[src/rtl/mmio_uart_tx_pkg.sv]
// Purpose: shared register offsets, STATUS bit positions and serializer state codes for mmio_uart_tx.
// Latency: n/a (declarations and a pure function only).
// Backpressure: n/a.
package mmio_uart_tx_pkg;

    // Register offsets inside the two-word window; addr[2] selects between them.
    localparam logic [2:0] UART_TXDATA = 3'h0;
    localparam logic [2:0] UART_STATUS = 3'h4;

    // STATUS bit positions.
    localparam int ST_FULL_BIT  = 0;
    localparam int ST_EMPTY_BIT = 1;
    localparam int ST_BUSY_BIT  = 2;
    localparam int ST_OVF_BIT   = 3;
    localparam int ST_CNT_LSB   = 4;

    // Serializer states, 3-bit encoding.
    typedef enum logic [2:0] {
        ST_IDLE   = 3'd0,
        ST_START  = 3'd1,
        ST_DATA   = 3'd2,
`ifdef UART_TX_PARITY_EN
        ST_PARITY = 3'd3,
`endif
        ST_STOP   = 3'd4
    } tx_state_e;

    // Packs the STATUS word; unassigned bits stay zero.
    function automatic logic [31:0] status_word(input logic       full,
                                                input logic       empty,
                                                input logic       busy,
                                                input logic       ovf,
                                                input logic [3:0] cnt);
        logic [31:0] w;
        w               = 32'h0;
        w[ST_FULL_BIT]  = full;
        w[ST_EMPTY_BIT] = empty;
        w[ST_BUSY_BIT]  = busy;
        w[ST_OVF_BIT]   = ovf;
        w[ST_CNT_LSB+:4] = cnt;
        return w;
    endfunction

endpackage

[src/rtl/mmio_uart_tx_fifo.sv]
// Purpose: synchronous FIFO (uart_fifo) holding bytes between the bus and the serializer.
// Latency: push visible (non-empty, dout valid) after the push edge; pop takes effect on its edge.
// Backpressure: push while full is accepted only when a pop happens in the same cycle, else ignored.
module uart_fifo #(
    parameter int DEPTH = 4,
    parameter int AW    = $clog2(DEPTH),
    parameter int CW    = AW + 1
) (
    input  logic          clk,
    input  logic          resetN,
    input  logic          push,
    input  logic          pop,
    input  logic [7:0]    din,
    output logic [7:0]    dout,
    output logic          full,
    output logic          empty,
    output logic [CW-1:0] count
);

    logic [7:0]    mem_q [DEPTH];
    logic [AW-1:0] wr_ptr_q, rd_ptr_q;
    logic [CW-1:0] count_q;
    logic          do_push, do_pop;

    assign full    = (count_q == CW'(DEPTH));
    assign empty   = (count_q == '0);
    assign count   = count_q;
    assign dout    = mem_q[rd_ptr_q];
    assign do_pop  = pop && !empty;
    assign do_push = push && (!full || do_pop);

    // Storage array; no reset needed since contents are only read when counted valid.
    always_ff @(posedge clk) begin
        if (do_push) begin
            mem_q[wr_ptr_q] <= din;
        end
    end

    // Pointers wrap naturally (DEPTH is a power of two); count tracks occupancy separately.
    always_ff @(posedge clk or negedge resetN) begin
        if (!resetN) begin
            wr_ptr_q <= '0;
            rd_ptr_q <= '0;
            count_q  <= '0;
        end else begin
            if (do_push) wr_ptr_q <= wr_ptr_q + AW'(1);
            if (do_pop)  rd_ptr_q <= rd_ptr_q + AW'(1);
            if (do_push && !do_pop)      count_q <= count_q + CW'(1);
            else if (do_pop && !do_push) count_q <= count_q - CW'(1);
        end
    end

endmodule

[src/rtl/mmio_uart_tx.sv]
// Purpose: memory-mapped UART transmitter (TXDATA/STATUS window, FIFO, 8N1 serializer; UART_TX_PARITY_EN adds even parity).
// Latency: store at edge N pops at edge N+1 when idle; txd falls after N+1; frame 10 (11) x CLKS_PER_BIT cycles.
// Backpressure: none on the bus; a store to a full FIFO without a same-cycle pop is dropped and sets sticky overflow.
module mmio_uart_tx
    import mmio_uart_tx_pkg::*;
#(
    parameter int          CLKS_PER_BIT = 16,
    parameter int          FIFO_DEPTH   = 4,
    parameter logic [31:0] BASE_ADDR    = 32'hFFFF_0000
) (
    input  logic        clk,
    input  logic        resetN,
    input  logic [31:0] addr,
    input  logic [31:0] writeData,
    input  logic        memWrite,
    input  logic        memRead,
    output logic [31:0] readData,
    output logic        hit,
    output logic        txd
);

    localparam int AW = $clog2(FIFO_DEPTH);
    localparam int CW = AW + 1;
    localparam int BW = $clog2(CLKS_PER_BIT);

    tx_state_e     state_q, state_d;
    logic [BW-1:0] baud_q, baud_d;
    logic [2:0]    bit_q, bit_d;
    logic [7:0]    shift_q, shift_d;
    logic          ovf_q, ovf_d;
    logic          txd_q, txd_d;

    logic          sel_status, push, ovf_clr, pop, baud_end;
    logic          fifo_full, fifo_empty;
    logic [7:0]    fifo_dout;
    logic [CW-1:0] fifo_count;
    logic          unused_bits;

    assign hit         = (addr[31:3] == BASE_ADDR[31:3]);
    assign sel_status  = (addr[2] == UART_STATUS[2]);
    assign push        = hit && memWrite && !sel_status;
    assign ovf_clr     = hit && memWrite && sel_status && writeData[ST_OVF_BIT];
    assign baud_end    = (baud_q == BW'(CLKS_PER_BIT - 1));
    assign unused_bits = ^{writeData[31:8], addr[1:0]};

    uart_fifo #(.DEPTH(FIFO_DEPTH)) u_fifo (
        .clk    (clk),
        .resetN (resetN),
        .push   (push),
        .pop    (pop),
        .din    (writeData[7:0]),
        .dout   (fifo_dout),
        .full   (fifo_full),
        .empty  (fifo_empty),
        .count  (fifo_count)
    );

    // Serial line level for a given state; used on the next-state values so txd is a clean flop.
    function automatic logic line_level(input tx_state_e s, input logic [2:0] idx,
                                        input logic [7:0] sh);
        case (s)
            ST_START:  line_level = 1'b0;
            ST_DATA:   line_level = sh[idx];
`ifdef UART_TX_PARITY_EN
            ST_PARITY: line_level = ^sh;
`endif
            default:   line_level = 1'b1;
        endcase
    endfunction

    // Load data: only STATUS returns a non-zero word, and only during a load to the window.
    always_comb begin
        readData = 32'h0;
        if (hit && memRead && sel_status) begin
            readData = status_word(fifo_full, fifo_empty, state_q != ST_IDLE, ovf_q,
                                   4'(fifo_count));
        end
    end

    // Sticky overflow: a dropped store sets it and wins over a same-cycle clear.
    always_comb begin
        ovf_d = ovf_q;
        if (ovf_clr)                     ovf_d = 1'b0;
        if (push && fifo_full && !pop)   ovf_d = 1'b1;
    end

    // Serializer next-state: baud counter restarts on every state change.
    always_comb begin
        state_d = state_q;
        baud_d  = baud_end ? '0 : baud_q + BW'(1);
        bit_d   = bit_q;
        shift_d = shift_q;
        pop     = 1'b0;
        case (state_q)
            ST_IDLE: begin
                baud_d = '0;
                if (!fifo_empty) begin
                    pop     = 1'b1;
                    shift_d = fifo_dout;
                    bit_d   = 3'd0;
                    state_d = ST_START;
                end
            end
            ST_START: if (baud_end) state_d = ST_DATA;
            ST_DATA: begin
                if (baud_end) begin
                    if (bit_q == 3'd7) begin
`ifdef UART_TX_PARITY_EN
                        state_d = ST_PARITY;
`else
                        state_d = ST_STOP;
`endif
                    end else begin
                        bit_d = bit_q + 3'd1;
                    end
                end
            end
`ifdef UART_TX_PARITY_EN
            ST_PARITY: if (baud_end) state_d = ST_STOP;
`endif
            ST_STOP:  if (baud_end) state_d = ST_IDLE;
            default: begin
                state_d = ST_IDLE;
                baud_d  = '0;
            end
        endcase
        txd_d = line_level(state_d, bit_d, shift_d);
    end

    // State registers; reset forces the line high immediately and abandons any frame.
    always_ff @(posedge clk or negedge resetN) begin
        if (!resetN) begin
            state_q <= ST_IDLE;
            baud_q  <= '0;
            bit_q   <= '0;
            shift_q <= '0;
            ovf_q   <= 1'b0;
            txd_q   <= 1'b1;
        end else begin
            state_q <= state_d;
            baud_q  <= baud_d;
            bit_q   <= bit_d;
            shift_q <= shift_d;
            ovf_q   <= ovf_d;
            txd_q   <= txd_d;
        end
    end

    assign txd = txd_q;

endmodule

[config.mk]
export PLATFORM = sky130hd
export DESIGN_NAME = mmio_uart_tx
export DESIGN_NICKNAME = d
export VERILOG_FILES = /design/src/rtl/mmio_uart_tx_pkg.sv /design/src/rtl/mmio_uart_tx_fifo.sv /design/src/rtl/mmio_uart_tx.sv
export SDC_FILE = /design/constraint.sdc
export NUM_CORES = 1
export LEC_CHECK = 0
export BUFFER_PORTS_ARGS = -buffer_cell sky130_fd_sc_hd__buf_2
export CORE_ASPECT_RATIO = 1.75
export CORE_MARGIN = 2
export CORE_UTILIZATION = 51
export CTS_BUF_LIST = sky130_fd_sc_hd__clkbuf_8
export CTS_CLUSTER_SIZE = 30
export DETAILED_ROUTE_END_ITERATION = 8
export PLACE_DENSITY = 0.91
export SLEW_MARGIN = 20
export SYNTH_ARGS = -nofsm -noshare
export SYNTH_HDL_FRONTEND = slang
export SYNTH_SLANG_ARGS = --single-unit
[constraint.sdc]
create_clock -name clk -period 2.6 [get_ports clk]
set_input_delay 0.39 -clock clk [delete_from_list [all_inputs] [get_ports clk]]
set_output_delay 0.39 -clock clk [all_outputs]
set_load 0.01 [all_outputs]
==> results of run 1 <==
per-stage QoR:
stage,utilization,worst slack [ns],area [µm²]
after global routing,0.632,0.0285,3470
after floorplan,-,-0.0795,2980
after detailed placement,0.593,-0.154,3260
after global placement,0.593,-0.0339,3260
final,0.632,0.165,3470
after CTS,0.632,0.165,3470
where the power goes:
group	internal, mW	switching, mW	total [mW]
combinational	0.0244	0.0417	0.0661
sequential	0.987	0.00000000420	0.987
clock	0.535	0.358	0.893
synth_stat cells, types with 2 or more instances:
| master | instances | area (µm²) |
|---|---|---|
| a21oi_1 | 4 | 20.0 |
| a31oi_1 | 2 | 12.5 |
| and2_1 | 9 | 56.3 |
| and3_1 | 2 | 12.5 |
| buf_2 | 4 | 20.0 |
| buf_4 | 26 | 195 |
| dfrtp_1 | 26 | 651 |
| edfxtp_1 | 32 | 961 |
| ha_1 | 7 | 87.6 |
| inv_1 | 9 | 33.8 |
| inv_2 | 2 | 7.51 |
| mux2_2 | 6 | 67.6 |
| mux2i_1 | 3 | 30.0 |
| mux4_2 | 8 | 180 |
| nand2_1 | 17 | 63.8 |
| nand3_1 | 3 | 15.0 |
| nand4_1 | 5 | 31.3 |
| nor2_1 | 14 | 52.6 |
| nor3_1 | 3 | 15.0 |
| nor4_2 | 2 | 25.0 |
| o21ai_0 | 5 | 25.0 |
| xnor2_1 | 5 | 43.8 |
| xor2_1 | 3 | 26.3 |
final cells by class:
cell class	instances	area share
Clock buffer	9	0.0357
Clock inverter	7	0.0267
Inverter	11	0.0126
Multi-Input combinational cell	142	0.309
Sequential cell	59	0.472
Tap cell	76	0.0274
Timing Repair Buffer	64	0.117
final timing paths:
kind	to	slack (ns)	cells past startpoint
setup reg to reg	u_fifo.count[2]$_DFFE_PN0P_	0.22	10
hold / removal	baud_q[0]$_DFF_PN0_	0.06	1
max in group asynchronous	u_fifo.wr_ptr_q[0]$_DFFE_PN0P_	2.12	1
min in group clk	u_fifo.mem_q[2][5]$_DFFE_PP_	0.27	1
setup / recovery	u_fifo.count[2]$_DFFE_PN0P_	0.17	13
hold reg to reg	shift_q[4]$_DFF_PN0_	0.49	2
registers in the layout, summed over array words and instances, names as in the netlist:
signal,cells
bit_q,3
baud_q,4
u_fifo.wr_ptr_q,2
u_fifo.mem_q,32
txd,1
ovf_q,1
u_fifo.rd_ptr_q,2
shift_q,8
u_fifo.count,3
state_q,3
cells by family (layout without fill, tap and decap cells):
kind of cell,after synthesis,count (layout),share of synthesized area
xor gates and xnor gates,8,8,0.0244
DFF,59,59,0.571
AOI/OAI and AO/OA,17,17,0.0367
adders and majority gates,8,8,0.0375
other,1,25,0.00131
buffers and inverters,43,91,0.0921
muxes,19,19,0.107
and+or+nand+nor,65,65,0.130
worst max-delay path, cell delays in order:
cell,delay [ns]
buf_2,0.11
nor4b_2,0.25
nand4_1,0.18
nor4_4,0.22
nand2_2,0.10
or3_4,0.42
inv_4,0.08
ha_4,0.13
inv_2,0.03
fa_2,0.32
xor2_1,0.14
nor2_1,0.14
xor2_1,0.17
per-layer routing:
| metal | global-route usage | vias to the layer above |
|---|---|---|
| li1 | - | 870 |
| met1 | 0.206 | 904 |
| met2 | 0.308 | 50 |
| met3 | 0.0560 | 7 |
| met4 | 0.0836 | 0 |
| met5 | 0 | - |
==> reports/metrics.yaml, run 1 <==
clock_skew_ns: 0.00789
start_util: 0.522
cts_setup_buffers: 0
clkSlewWorstSetupHoldPaths_ns: 0.07
period_minus_slack_ns: 2.43
start_kind: "input port"
dieHeight_um: 103
numCtsBuffers: 9
ys_types: 46
top_layer: "met4"
ys_warn_count: 0
power_leakage_nw: 1.51
synthFlopType: "edfxtp_1"
wirelength_um: 5350
clock_path_buffers: 2
place_hpwl_um: 4100
rows: 36
async_flop_share: 0.458
die_area_mm2: 0.00626
grt-ovfl-total: 0
dp_cells: 352
synth-seq-cells: 59
clk_latency_ns: 0.33
track_usage: 0.182
worst_pin_slew_ns: 0.617
min_period_over_period: 0.936
syn_avg_cell_area_um2: 13.0
place_congestion: 0.776
antenna_found_initial: 0
boundaryPins: 102
hold_violations: 0
hp-class: "in2async"
p_per_area_mw_per_mm2: 560
fin_cells: 368
dr_total_vias: 1831
grt_first_pass_wirelength_um: 8030
slew_violations: 0
diodes: 0
numPortBuffers: 50
drv_cap: 0
r2r_start: "state_q[2]$_DFF_PN0_"
wl_per_cell_um: 14.5
initialDrtViolationCount: 50
multiInputGateArea_mm2: 0.00107
whs_ns: 0.0620
cts_tree: "done"
ant_nets: 0
vias_per_cell: 4.98
rsz0062_at_grt: "no"
finalSetupTns_ns: 0
final_common_cell: "buf_2"
synthCells: 220
dr_wl_met2_um: 3110
final_cell_mix: "50 x buf_2, 32 x edfxtp_1, 26 x dfrtp_1"
crit_type: "in2reg"
cts.sinks: 59
fillCellCount: 398
grt_pass1_vias: 1708
crit_path_max_fanout: 2
ir_drop_uv: 491
cts_max_level: 3
areaGrowthSynthToFinish_pct: 21.2
totalPowerFinal_mw: 1.95
cp-end-kind: "flop"
max_freq_mhz: 411
cts_resized: 0
grt_max_degree: 28
synth_edf_count: 32
yosysSeqAreaShare: 0.571
syn_area_mm2: 0.00287
crit_arrival_ns: 2.69
hold_buffers: 0
die_w_um: 60.7
final_nets: 363
outcome: "complete, no violations"
met1_length_um: 1960
cts_root_buffer: "clkbuf_8"
drt-pass1-iter-count: 4
final_layout_size_suffix_gt1_frac: 0.380
max-slew-margin-rel: 0.589
worst_ep_required_time_ns: 2.85
final-seq-area_mm2: 0.00164
crit_path_start: "addr[7]"
setup_viol: 0
met3_length_um: 186
drc: 0
core_mm2: 0.00550
Power figures use the tool's default switching activity.
==> run 2, diff against run 1 <==
--- a/config.mk
+++ b/config.mk
@@ -6,13 +6,13 @@
 export NUM_CORES = 1
 export LEC_CHECK = 0
 export BUFFER_PORTS_ARGS = -buffer_cell sky130_fd_sc_hd__buf_2
-export CORE_ASPECT_RATIO = 1.75
+export CORE_ASPECT_RATIO = 0.8
 export CORE_MARGIN = 2
-export CORE_UTILIZATION = 51
+export CORE_UTILIZATION = 46
 export CTS_BUF_LIST = sky130_fd_sc_hd__clkbuf_8
 export CTS_CLUSTER_SIZE = 30
 export DETAILED_ROUTE_END_ITERATION = 8
-export PLACE_DENSITY = 0.91
+export PLACE_DENSITY = 0.87
 export SLEW_MARGIN = 20
 export SYNTH_ARGS = -nofsm -noshare
 export SYNTH_HDL_FRONTEND = slang
==> constraint.sdc (replaced) <==
create_clock -name clk -period 2 [get_ports clk]
set_input_delay 0.3 -clock clk [delete_from_list [all_inputs] [get_ports clk]]
set_output_delay 0.3 -clock clk [all_outputs]
set_load 0.01 [all_outputs]
==> reports/metrics.yaml, run 2 (synthesized netlist as in run 1, its figures left out) <==
p_per_area_mw_per_mm2: 642
areaGrowthSynthToFinish_pct: 28.9
wl_per_cell_um: 15.5
pre_cts_slack_ns: -0.598
initialDrtViolationCount: 66
worst_pin_slew_ns: 0.626
clock_path_buffers: 2
setup_viol: 3
outcome: "finished with violations"
wirelength_um: 6020
grt_max_degree: 28
drc: 0
antenna_found_initial: 0
period_minus_slack_ns: 2.39
hp-class: "in2reg"
crit_path_start: "addr[7]"
hold_violations: 0
clkSlewWorstSetupHoldPaths_ns: 0.07
cts_tree: "done"
rsz0062_at_grt: "yes"
largest_reg_flops: 32
die_w_um: 92.3
drv_cap: 0
slew_violations: 0
boundaryPins: 102
final_common_cell: "buf_2"
cts_root_buffer: "clkbuf_8"
min_period_over_period: 1.19
r2r_start: "state_q[1]$_DFF_PN0_"
vias_per_cell: 5.04
crit_arrival_ns: 2.64
cts.sinks: 59
final-seq-area_mm2: 0.00164
ir_drop_uv: 559
dr_total_vias: 1957
fin_ws_ns: -0.388
start_util: 0.480
place_hpwl_um: 3950
multiInputGateArea_mm2: 0.00116
max-slew-margin-rel: 0.583
final_cell_mix: "38 x buf_2, 32 x edfxtp_1, 26 x dfrtp_1"
worst_ep_required_time_ns: 2.26
grt-ovfl-total: 0
core_mm2: 0.00597
regToRegSetupSlack_ns: -0.31
whs_ns: 0.164
crit_path_max_fanout: 2
power_leakage_nw: 1.62
diodes: 0
clock_skew_ns: 0.00767
rows: 25
ant_nets: 0
grt_pass1_vias: 1986
cp-end-kind: "flop"
grt_first_pass_wirelength_um: 9570
place_congestion: 0.738
fillCellCount: 468
final_nets: 378
track_usage: 0.189
failed_checks: "setup timing"
clk_latency_ns: 0.35
numPortBuffers: 50
regMostFlops: "u_fifo.mem_q"
max_freq_mhz: 419
start_kind: "input port"
final_layout_size_suffix_gt1_frac: 0.459
crit_type: "in2reg"
die_area_mm2: 0.00688
numCtsBuffers: 9
cts_max_level: 3
finalSetupTns_ns: -0.690
drt-pass1-iter-count: 4
dieHeight_um: 74.6
top_regs: "u_fifo.mem_q: 32 flops, shift_q: 8 flops, baud_q: 4 flops"
hold_start: "writeData[7]"
run 2: cell count changes in the layout (fill, tap and decap cells not counted), sizes merged:
| cell | change |
|---|---|
| buf | +14 |
| bufinv | -2 |
| clkinv | -1 |
| clkinvlp | -1 |
| dlygate4sd3 | +1 |
| inv | +4 |
run 2: layout make-up:
cell class	instances	share of cell area
Clock buffer	9	0.0335
Clock inverter	7	0.0152
Inverter	11	0.0119
Multi-Input combinational cell	142	0.315
Sequential cell	59	0.443
Tap cell	81	0.0274
Timing Repair Buffer	79	0.154
run 2: layer usage:
metal | GRT usage | wire length [µm] | vias to the layer above
li1 | - | - | 893
met1 | 0.211 | 2290 | 978
met2 | 0.360 | 3250 | 68
met3 | 0.0648 | 329 | 18
met4 | 0.0348 | 146 | 0
met5 | 0 | 0 | -
run 2: stage by stage:
stage / area [µm²] / std cells / utilization / power (mW)
after floorplan: 2990 / 244 / - / 1.37
after global placement: 3310 / 367 / 0.555 / 1.39
after detailed placement: 3310 / 367 / 0.555 / 1.39
after CTS: 3600 / 388 / 0.603 / 2.39
after global routing: 3690 / 388 / 0.618 / 2.46
final: 3690 / 388 / 0.618 / 2.37
run 2: report_power, final:
group	internal [mW]	total (mW)	switching, mW
logic	0.0447	0.105	0.0598
registers	1.28	1.28	0.00000000431
clock network	0.465	0.986	0.521
run 2: what timing repair did:
item,CTS,global route
setup buffers,4,5
hold buffers,1,0
endpoints found under the setup margin,3,41
gates resized for setup,17,21
pin swaps,5,9
gates cloned,0,0
endpoints found under the hold margin,26,0
run 2: final timing paths:
check	endpoint	cells past startpoint
setup / recovery	u_fifo.count[2]$_DFFE_PN0P_	13
hold / removal	u_fifo.mem_q[3][7]$_DFFE_PP_	1
setup reg to reg	u_fifo.count[2]$_DFFE_PN0P_	10
hold reg to reg	shift_q[5]$_DFF_PN0_	2
max in group asynchronous	ovf_q$_DFFE_PN0P_	2
min in group asynchronous	state_q[0]$_DFF_PN0_	2
run 2: worst max-delay path, stage by stage:
cell and delay [ns]:
buf_8 0.10, nor4b_4 0.26, nand4_1 0.19, nor4_4 0.20
nand2_2 0.09, or3_4 0.41, inv_4 0.07, ha_4 0.13
inv_2 0.04, fa_2 0.33, xor2_1 0.15, nor2_1 0.18
xor2_1 0.20
==> run 3, diff against run 2 <==
--- a/config.mk
+++ b/config.mk
@@ -13,7 +13,6 @@
 export CTS_CLUSTER_SIZE = 30
 export DETAILED_ROUTE_END_ITERATION = 8
 export PLACE_DENSITY = 0.87
-export SLEW_MARGIN = 20
 export SYNTH_ARGS = -nofsm -noshare
 export SYNTH_HDL_FRONTEND = slang
 export SYNTH_SLANG_ARGS = --single-unit
==> constraint.sdc (replaced) <==
create_clock -name clk -period 2 [get_ports clk]
set_input_delay 0 -clock clk [delete_from_list [all_inputs] [get_ports clk]]
set_output_delay 0 -clock clk [all_outputs]
set_load 0.01 [all_outputs]
==> reports/metrics.yaml, run 3 (synthesized netlist as in run 1, its figures left out) <==
final_common_cell: "buf_2"
cts_tree: "done"
seqPwrFrac: 0.530
final_nets: 394
drt-pass1-iter-count: 4
cpLargestDelayFamily: "simple AND/OR/NAND/NOR gates"
grt_max_degree: 28
r2r_start: "state_q[1]$_DFF_PN0_"
p_comb_frac: 0.042
wirelength_um: 5790
setup_viol: 3
antenna_found_initial: 0
max-slew-margin-rel: 0.578
fin_area_mm2: 0.00379
numCtsBuffers: 9
clk_latency_ns: 0.33
finalSetupTns_ns: -0.415
p_sw_frac: 0.216
die_w_um: 92.3
power_leakage_nw: 1.66
crit_type: "reg2reg"
rsz0062_at_grt: "yes"
cp-end-kind: "flop"
min_period_over_period: 1.09
rows: 25
start_util: 0.480
p_per_area_mw_per_mm2: 639
hold_depth: 3
worst_pin_slew_ns: 0.633
crit_slowest_cell: "dfrtp_1"
dr_total_vias: 1973
max_freq_mhz: 457
fillCellCount: 444
crit_path_max_fanout: 2
vias_per_cell: 4.90
drc: 0
fin_ws_ns: -0.187
hold_start: "memWrite"
clkPwrFrac: 0.428
regMostFlops: "u_fifo.mem_q"
largest_reg_flops: 32
track_usage: 0.184
outcome: "finished with violations"
clock_skew_ns: 0.00660
ir_drop_uv: 578
critPathBufInv: 2
core_mm2: 0.00597
dp_cells: 373
regToRegSetupSlack_ns: -0.19
dieHeight_um: 74.6
hold_end: "ovf_q$_DFFE_PN0P_"
slew_violations: 0
grt_first_pass_wirelength_um: 9560
whs_ns: 0.0678
ant_nets: 0
diodes: 0
crit_arrival_ns: 2.44
final_cell_mix: "50 x buf_2, 32 x edfxtp_1, 29 x buf_4"
multiInputGateArea_mm2: 0.00113
start_kind: "flop"
die_area_mm2: 0.00688
clkSlewWorstSetupHoldPaths_ns: 0.07
final_layout_size_suffix_gt1_frac: 0.435
worst_ep_required_time_ns: 2.25
wl_per_cell_um: 14.4
cts_max_level: 3
areaGrowthSynthToFinish_pct: 32.1
period_minus_slack_ns: 2.19
final-seq-area_mm2: 0.00164
slowest_delay_ns: 0.40
top_regs: "u_fifo.mem_q: 32 flops, shift_q: 8 flops, baud_q: 4 flops"
cts.sinks: 59
fin_cells: 403
hold_violations: 0
numPortBuffers: 50
hp-class: "in2reg"
clock_path_buffers: 2
placed_area_mm2: 0.00340
grt_pass1_vias: 2042
critical_path_depth: 10
place_congestion: 0.779
p_int_mw: 1.90
drv_cap: 0
place_hpwl_um: 4140
initialDrtViolationCount: 103
r2r-end: "u_fifo.count[2]$_DFFE_PN0P_"
cts_root_buffer: "clkbuf_8"
boundaryPins: 102
failed_checks: "setup timing"
p_sw_uw: 524
r2r_cells: 10
crit_chain: "nor3_4 > nor2_2 > or3_4 > inv_4 > ha_4 > inv_2 > fa_2 > xor2_2 > nor2_1 > xor2_1"
grt-ovfl-total: 0
-- run 3: cell types whose count changed in the layout (fill, tap and decap cells not counted), moves of 2 or more --
cell,previous run,this run
and2_1,1,9
and2_4,8,0
buf_12,1,5
buf_2,38,50
buf_4,25,29
buf_6,13,1
dlygate4sd3_1,1,10
inv_6,4,0
mux2_2,1,3
mux2_4,6,4
-- run 3: layout make-up --
| type | instances | area share |
|---|---|---|
| clock inverter | 6 | 0.0178 |
| clock buffer | 9 | 0.0327 |
| timing repair buffer | 95 | 0.179 |
| multi-input combinational | 142 | 0.299 |
| sequential | 59 | 0.433 |
| tap | 81 | 0.0268 |
| inverter | 11 | 0.0116 |
-- run 3: timing repair --
item,in CTS,in global routing
cloned,0,0
pin swaps,8,4
setup buffers,2,3
hold buffers,10,0
setup endpoints to repair,3,3
resized for setup,10,1
hold endpoints to repair,59,0
-- run 3: per-stage QoR --
step / utilization / total power [mW] / worst slack (ns)
6_report: 0.634 / 2.42 / -0.187
5_1_grt: 0.634 / 2.50 / -0.264
4_1_cts: 0.629 / 2.45 / -0.162
3_5_place_dp: 0.570 / 1.39 / -0.358
3_3_place_gp: 0.570 / 1.39 / -0.231
2_1_floorplan: - / 1.37 / -0.290
-- run 3: power by group through the flow --
| stage | logic [mW] | registers [mW] | clock network, mW |
|---|---|---|---|
| 2_1_floorplan | 0.0619 | 1.31 | 0 |
| 3_3_place_gp | 0.0820 | 1.31 | 0 |
| 3_5_place_dp | 0.0864 | 1.31 | 0 |
| 4_1_cts | 0.101 | 1.28 | 1.06 |
| 5_1_grt | 0.115 | 1.28 | 1.11 |
| 6_report | 0.102 | 1.28 | 1.03 |
-- run 3: how the worst max path moves through the flow --
stage | from | to | slack (ns)
5_1_grt | state_q[1]$_DFF_PN0_ | u_fifo.count[2]$_DFFE_PN0P_ | -0.26
6_report | state_q[1]$_DFF_PN0_ | u_fifo.count[2]$_DFFE_PN0P_ | -0.19
3_5_place_dp | addr[11] | u_fifo.count[2]$_DFFE_PN0P_ | -0.36
3_3_place_gp | addr[7] | u_fifo.count[2]$_DFFE_PN0P_ | -0.23
2_1_floorplan | addr[27] | u_fifo.count[2]$_DFFE_PN0P_ | -0.29
4_1_cts | state_q[2]$_DFF_PN0_ | u_fifo.count[2]$_DFFE_PN0P_ | -0.16
-- run 3: worst register-to-register path: cells and delay by family, from the launching register on --
| family | cells | cell delay, ns |
|---|---|---|
| and+or+nand+nor | 4 | 0.79 |
| adders and majority gates | 2 | 0.48 |
| DFF | 1 | 0.40 |
| xor gates and xnor gates | 2 | 0.32 |
| buffers and inverters | 2 | 0.11 |
-- run 3: per-layer routing --
layer	GRT usage	vias up	share of wire
li1	-	924	-
met1	0.214	976	0.41
met2	0.332	63	0.54
met3	0.0496	10	0.039
met4	0.0779	0	0.013
met5	0	-	0
